File: config.mk
export PLATFORM = sky130hd
export DESIGN_NAME = dimc_row_sequencer
export DESIGN_NICKNAME = d
export VERILOG_FILES = /design/src/rtl/dimc_row_sequencer.sv
export SDC_FILE = /design/constraint.sdc
export NUM_CORES = 1
export LEC_CHECK = 0
export CORE_ASPECT_RATIO = 0.5
export CORE_MARGIN = 2
export CORE_UTILIZATION = 35
export CTS_BUF_LIST = sky130_fd_sc_hd__clkbuf_8
export CTS_CLUSTER_SIZE = 8
export DETAILED_ROUTE_END_ITERATION = 6
export PLACE_DENSITY = 0.6
export SYNTH_ARGS = -nofsm -noshare
export SYNTH_HDL_FRONTEND = slang
export SYNTH_SLANG_ARGS = --single-unit
File: constraint.sdc
create_clock -name RCK -period 14.45 [get_ports RCK]
set_input_delay 2.89 -clock RCK [delete_from_list [all_inputs] [get_ports RCK]]
set_output_delay 2.89 -clock RCK [all_outputs]
set_load 0.03 [all_outputs]
File: src/rtl/dimc_row_sequencer.sv
// dimc_row_sequencer: loads features, issues credit-limited DIMC row computes and queues results in issue order.
module dimc_row_sequencer #(
    parameter int LAT = 4,
    parameter int FIFO_DEPTH = 8,
    parameter int ROWS = 32,
    localparam int RW = $clog2(ROWS),
    localparam int CW = $clog2(ROWS + 1)
) (
    input  logic          RCK,
    input  logic          RESET,
    input  logic          cmd_valid,
    output logic          cmd_ready,
    input  logic [RW-1:0] cmd_row_start,
    input  logic [CW-1:0] cmd_row_count,
    input  logic [1:0]    cmd_mode,
    input  logic [7:0]    cmd_mct,
    input  logic [23:0]   cmd_bias,
    input  logic          feat_valid,
    output logic          feat_ready,
    input  logic [255:0]  feat_data,
    output logic          dimc_compe,
    output logic          dimc_rcsn,
    output logic [RW+1:0] dimc_ra,
    output logic          dimc_fcsn,
    output logic [1:0]    dimc_fa,
    output logic [255:0]  dimc_fd,
    output logic [1:0]    dimc_mode,
    output logic [7:0]    dimc_mct,
    output logic [23:0]   dimc_addin,
    input  logic          dimc_readyn,
    input  logic [23:0]   dimc_psout,
    input  logic [3:0]    dimc_res,
    output logic          res_valid,
    input  logic          res_ready,
    output logic [23:0]   res_psum,
    output logic [3:0]    res_q,
    output logic [RW-1:0] res_row,
    output logic          res_last,
    output logic          busy,
    output logic          job_done,
    output logic          err_spurious
);
    localparam int FW = $clog2(FIFO_DEPTH);
    localparam int NW = $clog2(FIFO_DEPTH + 1);
    localparam int TW = $clog2(LAT + 1);
    localparam int EW = 24 + 4 + RW + 1;
    localparam logic [TW-1:0] TLAST = TW'(LAT);
    localparam logic [NW:0] DEPTH_N = (NW + 1)'(FIFO_DEPTH);

    typedef enum logic [1:0] {IDLE, LOAD, ISSUE, DRAIN} state_t;
    state_t state, nxt;

    logic [RW-1:0] start_r, issue_row;
    logic [CW-1:0] cnt_r, cnt_c, issue_n;
    logic [1:0]    beat;
    logic [NW-1:0] inflight, fifo_cnt;
    logic [NW:0]   occ;
    logic [FW-1:0] wp, rp;
    logic [TW-1:0] twp, trp;
    logic [RW:0]   tag_mem [LAT+1];
    logic [EW-1:0] fifo_mem [FIFO_DEPTH];
    logic          accept, hs, issue, issue_last, cap, pop, zero_done;

    assign cmd_ready  = (state == IDLE) && !RESET;
    assign feat_ready = state == LOAD;
    assign busy       = state != IDLE;
    assign accept     = cmd_valid && cmd_ready;
    assign cnt_c      = (cmd_row_count > CW'(ROWS)) ? CW'(ROWS) : cmd_row_count;
    assign hs         = feat_valid && feat_ready;
    // Credit counts both queued results and rows whose result is still coming back.
    assign occ        = {1'b0, fifo_cnt} + {1'b0, inflight};
    assign issue      = (state == ISSUE) && (occ < DEPTH_N);
    assign issue_row  = start_r + issue_n[RW-1:0];
    assign issue_last = issue_n == cnt_r - CW'(1);
    assign cap        = !dimc_readyn && (inflight != '0);
    assign pop        = res_valid && res_ready;
    assign res_valid  = fifo_cnt != '0;
    assign {res_psum, res_q, res_row, res_last} = fifo_mem[rp];
    assign job_done   = zero_done || (state == DRAIN && inflight == '0);

    always_comb begin
        nxt = state;
        case (state)
            IDLE:  if (accept && cnt_c != '0) nxt = LOAD;
            LOAD:  if (hs && beat == 2'd3) nxt = ISSUE;
            ISSUE: if (issue && issue_last) nxt = DRAIN;
            DRAIN: if (inflight == '0) nxt = IDLE;
        endcase
    end

    always_ff @(posedge RCK or posedge RESET) begin
        if (RESET) begin
            state        <= IDLE;
            start_r      <= '0;
            cnt_r        <= '0;
            issue_n      <= '0;
            beat         <= '0;
            inflight     <= '0;
            fifo_cnt     <= '0;
            wp           <= '0;
            rp           <= '0;
            twp          <= '0;
            trp          <= '0;
            zero_done    <= 1'b0;
            err_spurious <= 1'b0;
        end else begin
            state <= nxt;
            if (accept) begin
                start_r <= cmd_row_start;
                cnt_r   <= cnt_c;
            end
            issue_n      <= accept ? '0 : issue_n + CW'(issue);
            beat         <= beat + 2'(hs);
            zero_done    <= accept && cnt_c == '0;
            inflight     <= inflight + NW'(issue) - NW'(cap);
            fifo_cnt     <= fifo_cnt + NW'(cap) - NW'(pop);
            err_spurious <= err_spurious || (!dimc_readyn && inflight == '0);
            if (issue) twp <= (twp == TLAST) ? '0 : twp + 1'b1;
            if (cap) trp <= (trp == TLAST) ? '0 : trp + 1'b1;
            if (cap) wp <= wp + 1'b1;
            if (pop) rp <= rp + 1'b1;
        end
    end

    always_ff @(posedge RCK) begin
        if (issue) tag_mem[twp] <= {issue_row, issue_last};
        if (cap) fifo_mem[wp] <= {dimc_psout, dimc_res, tag_mem[trp]};
    end

    always_ff @(posedge RCK or posedge RESET) begin
        if (RESET) begin
            dimc_compe <= 1'b0;
            dimc_rcsn  <= 1'b1;
            dimc_ra    <= '0;
            dimc_fcsn  <= 1'b1;
            dimc_fa    <= '0;
            dimc_fd    <= '0;
            dimc_mode  <= '0;
            dimc_mct   <= '0;
            dimc_addin <= '0;
        end else begin
            dimc_compe <= issue;
            dimc_rcsn  <= !issue;
            dimc_fcsn  <= !hs;
            if (issue) dimc_ra <= {issue_row, 2'b00};
            if (hs) begin
                dimc_fa <= beat;
                dimc_fd <= feat_data;
            end
            if (accept && cnt_c != '0) begin
                dimc_mode  <= cmd_mode;
                dimc_mct   <= cmd_mct;
                dimc_addin <= cmd_bias;
            end else if (nxt == IDLE) begin
                dimc_mode  <= '0;
                dimc_mct   <= '0;
                dimc_addin <= '0;
            end
        end
    end
endmodule
Yosys cells after proc, flatten, opt, wreduce, memory -nomap -nowiden:

Memory sizes are Yosys's and may differ from the RTL's.
Index checks and enable logic that the tools add are counted.

* output and inout port bits: 342
* logic and storage cells: 92
* memories kept: 2
* input port bits: 335
* bits in writable memories: 302
* flip-flop bits (word level): 343

* multiplexer cells: 19
* reduce and logical (&&, ||, !) cells: 27
* order comparisons: 2
* equality and inequality tests: 7
* add/sub/neg operators: 13

Memory list
* fifo_mem: depth 8, width 34, rd ports 1, clocked after Yosys merged registers in 0, write ports 1, line 61 `logic [EW-1:0] fifo_mem [FIFO_DEPTH];`
* tag_mem: depth 5, width 6, rd ports 1, clocked after Yosys merged registers in 0, write ports 1, line 60 `logic [RW:0] tag_mem [LAT+1];`

Operator list (count)
* $mux W24: 2
* $mux W8: 2
* $add A3 B1 Y3 const B: 4
* $logic_and A1 B1 Y1: 12
* $mux W2: 6
* $mux W6: 2
* $add A4 B1 Y4: 2
* $pmux W2 S4: 1
* $reduce_bool A4 Y1: 2
* $sub A4 B1 Y4: 2
* $add A6 B1 Y6: 1
* $eq A2 B2 Y1 const B: 3
* $eq A3 B3 Y1 const B: 2
* $eq A6 B6 Y1: 1
* $gt A6 B6 Y1 const B: 1
* $logic_not A6 Y1: 1
* $mux W3: 2
* $reduce_bool A6 Y1: 1
* $sub A6 B1 Y6 const B: 1
* $add A4 B4 Y5: 1
* $add A5 B5 Y5: 1
* $lt A5 B4 Y1 const B: 1
* $logic_not A1 Y1: 4
* $logic_not A2 Y1: 2
* 6 further kinds: 11

Longest topological paths before layout:

* depth in word-level cells: 9
* gate-level depth with buffers: 12
* gate-level depth less buffers: 11

Worst setup path after synthesis:

No wires, ideal clock.

* kind: input to register
* start: input port dimc_readyn
* end: memory fifo_mem[0][0] in the netlist's numbering (enable)
* data required time: 13.940 ns
* stages on the path: 3
* data arrival time: 6.592 ns
* buffers on the path: 1
* setup time: 0.510 ns
* slack: 7.348 ns
* cells stage by stage: or2_2 -> buf_2 -> nor4_1

* longest elaborated chain between the ends: 4

RTL lines
* start, declared: line 30 `input logic dimc_readyn,`
* $logic_not A1 Y1: line 75 `assign cap = !dimc_readyn && (inflight != '0);`
* $logic_and A1 B1 Y1: line 75
* $mux W1: line 127 `if (cap) fifo_mem[wp] <= {dimc_psout, dimc_res, tag_mem[trp]};`
* $mux W1 (implied by the code): line 127
* end, declared: line 61

Every way passes these cells.

Final worst setup path:

* start: input port RESET
* end: output port cmd_ready

* longest elaborated chain between the ends: 2

RTL lines
* start, declared: line 10 `input logic RESET,`
* $logic_not A1 Y1 (no line)
* $logic_and A1 B1 Y1: line 64 `assign cmd_ready = (state == IDLE) && !RESET;`
* end, declared: line 12 `output logic cmd_ready,`

Every way passes these cells.

==> out/metrics.cfg <==
[sta]
maxSlewViolCount=0
period_needed_ns=7.257
finalCritPeriodShare=0.5022
skew_ns=0.02844
rsz0062_at_grt=no
hold-worst-slack_ns=0.4597
clock.fmax_mhz=137.8
setup_violations=0
finalHoldViolCount=0
max_slew_margin=0.2287
finalSetupTns_ns=0
tightest_slew_ns=1.157

[cts]
clk_pin_slew_ns=0.06
cts_setup_buffers=0
clk-insertion-delay-late_ns=0.75
cts_root_buffer=clkbuf_8
cts_buffers=99
postCtsHoldBufs=0
post_cts_resized=0
cts_tree=built
clock-sinks=645
h-tree-depth=3
clockBufferDepth=3

[finish]
postLayoutCellArea_um2=34500
layout.cells.non_filler=3629
drive_above_1_share=0.1071
syn_to_final_growth_pct=38.60
nNetsFinal=2955

[synth]
synth_area_leaders=edfxtp_1 (36%), dfrtp_1 (34%), nand2_1 (12%)
synth_area_per_cell_um2=13.22
synth.distinct_cells=46
ys_warn_count=0
synth_top_cell_by_area=edfxtp_1
synth-seq-cells=645
syn_area_um2=24890
synth_seq_area_share=0.7092
synth_top_area_frac=0.3643
synthesis.instances=1883

[route]
ant_nets=0
avgViaCountPerCell=4.619
wl_um=76750
vias=16760
wl_per_cell_um=21.15
drt_iter0_drc=1190
firstDrtPassIters=5
drc=0

[power]
power_uw=8013
powerDensity_nw_per_um2=232.3
ir_drop_mv=0.1256
leakage_uw=0.01452

[global_routing]
overflow=0
grt_usage=0.2046
grt_max_degree=146
grt_pass1_wl_um=111000
antenna_found_initial=21
grt_pass1_vias=16930

[critical_path]
crit_path_max_fanout=3
cpPeakStageDelay_ns=0.72
critical_path_buf_inv_count=2
path_delay_family=buffers and inverters
path_class=in2out
rr_worst_depth=7
crit_slowest_cell=clkdlybuf4s50_1
worstSetupStartpointType=input port
path_depth=3
endpoint_kind=primary output
crit_path_cell_trace=clkdlybuf4s50_1 -> nor3_1 -> clkdlybuf4s50_1
cp.required_ns=11.56
cp.arrival_ns=4.37
cp_common_cell=clkdlybuf4s50_1

[placement]
post_dp_cell_area_um2=32680
hpwl_um=52090
port_buffers=674
place_inst=3447
gp_congestion=0.8454

[worst_hold_path]
hp-class=reg2reg
whs_path_depth=1

[run]
maxCapViolations=0

[floorplan]
initial_utilization=0.3521
rows=69
die_w_um=381.2
io_pins=677
core_um2=70710
die_height_um=192.6
dieArea_um2=73400

[status]
status=complete, no violations

sequential cells by signal, indices dropped and copies added (netlist names), 2 cells and up:
signal / count
fifo_mem: 272
dimc_fd: 256
tag_mem: 30
dimc_addin: 24
dimc_mct: 8
cnt_r: 6
issue_n: 6
dimc_ra: 5
start_r: 5
fifo_cnt: 4
inflight: 4
rp: 3
trp: 3
twp: 3
wp: 3
beat: 2
dimc_fa: 2
dimc_mode: 2
state: 2
through the flow:
stage            util  worst slack (ns)
5_1_grt        0.4877             7.140
4_1_cts        0.4876             7.196
3_3_place_gp   0.4622             7.215
3_5_place_dp   0.4622             7.196
6_report       0.4879             7.193
2_1_floorplan       -             2.055
power by group:
part	switching, µW	internal, µW
sequential	416	2580
combinational	2090	1500
clock	735	690
total	3240	4770
cells in the mapped netlist (all sizes together):
cell type / instances
a211o: 1
a21boi: 1
a21o: 4
a21oi: 6
a221oi: 1
a22o: 34
a31oi: 3
a41oi: 1
and2: 5
and3: 2
buf: 42
clkbuf: 53
clkinv: 1
conb: 1
dfrtp: 341
dfstp: 2
edfxtp: 302
fa: 3
ha: 27
inv: 30
mux2: 45
mux4: 74
nand2: 809
nand2b: 6
nand3: 8
nand3b: 1
nor2: 15
nor2b: 2
nor3: 7
nor3b: 1
nor4: 6
nor4b: 1
o2111ai: 1
o21ai: 13
o21ba: 1
o31ai: 4
or2: 3
or3b: 1
or4b: 2
xnor2: 12
xor2: 11
kinds of logic (layout without fill, tap and decap cells):
family	Yosys count	after routing	synth area share
xor+xnor	23	23	0.008092
simple gates	869	869	0.1354
compound gates	70	70	0.02166
fa+ha+maj	30	30	0.01598
buf+inv	126	903	0.02217
other cells	1	12	0.0001506
flops	645	645	0.7092
mux	119	119	0.08731
path summary, 6_finish.rpt:
check / start / end / slack [ns]
max: RESET / cmd_ready / 7.19
min: err_spurious / err_spurious / 0.46
max reg2reg: state[0] / dimc_fd[128] / 10.64
min reg2reg: err_spurious / err_spurious / 0.46
max in group asynchronous: RESET / dimc_fd[100] / 10.04
min in group asynchronous: RESET / dimc_addin[1] / 2.78
final cells by class:
class / count / area, µm²
fill: 6234 / 36210
clock buffer: 108 / 1486
inverter: 31 / 131.4
antenna: 10 / 25.02
sequential: 645 / 17660
multi-input combinational: 1113 / 6746
timing repair buffer: 700 / 6942
clock inverter: 64 / 310.3
tap: 958 / 1199
layout by cell type, fill, tap and decap left out, types with 3 or more instances in the layout:
cell type        synthesis  routed
nand3_1                  8       8
a21o_1                   4       4
nor2_4                   0       3
or2_2                    3       3
dfrtp_1                341     338
edfxtp_1               302     302
nor3_2                   0       4
inv_12                   0       3
buf_4                    4      26
ha_1                    27      27
clkdlybuf4s50_1          0     674
nand2b_1                 6       6
o21ai_0                 13      13
mux2_2                  45      45
diode_2                  0      10
xor2_1                  11      11
a22o_1                  34      34
nor3_1                   7       3
and2_1                   5       5
mux4_2                  74      74
nor4_1                   6       5
inv_1                   29      82
fa_1                     3       3
xnor2_1                 12      12
nand2_1                809     808
nor2_1                  15      12
o31ai_1                  4       4
a21oi_1                  6       6
clkbuf_8                 0     108
routing by layer:
layer | global-route usage | vias to the layer above | routed length, µm
met4 | 0.06172 | 26 | 1984
met3 | 0.08038 | 155 | 5738
met5 | 0 | - | 175
met1 | 0.2722 | 8350 | 33030
met2 | 0.3094 | 410 | 35810
li1 | - | 7821 | -
worst register-to-register path: cells and delay by family (launching register included):
family                 cells  cell delay [ns]
and+or+nand+nor            4             1.01
buffers and inverters      3             2.21
DFF                        1             0.50
Note: power is estimated with default switching activity, not from simulation.
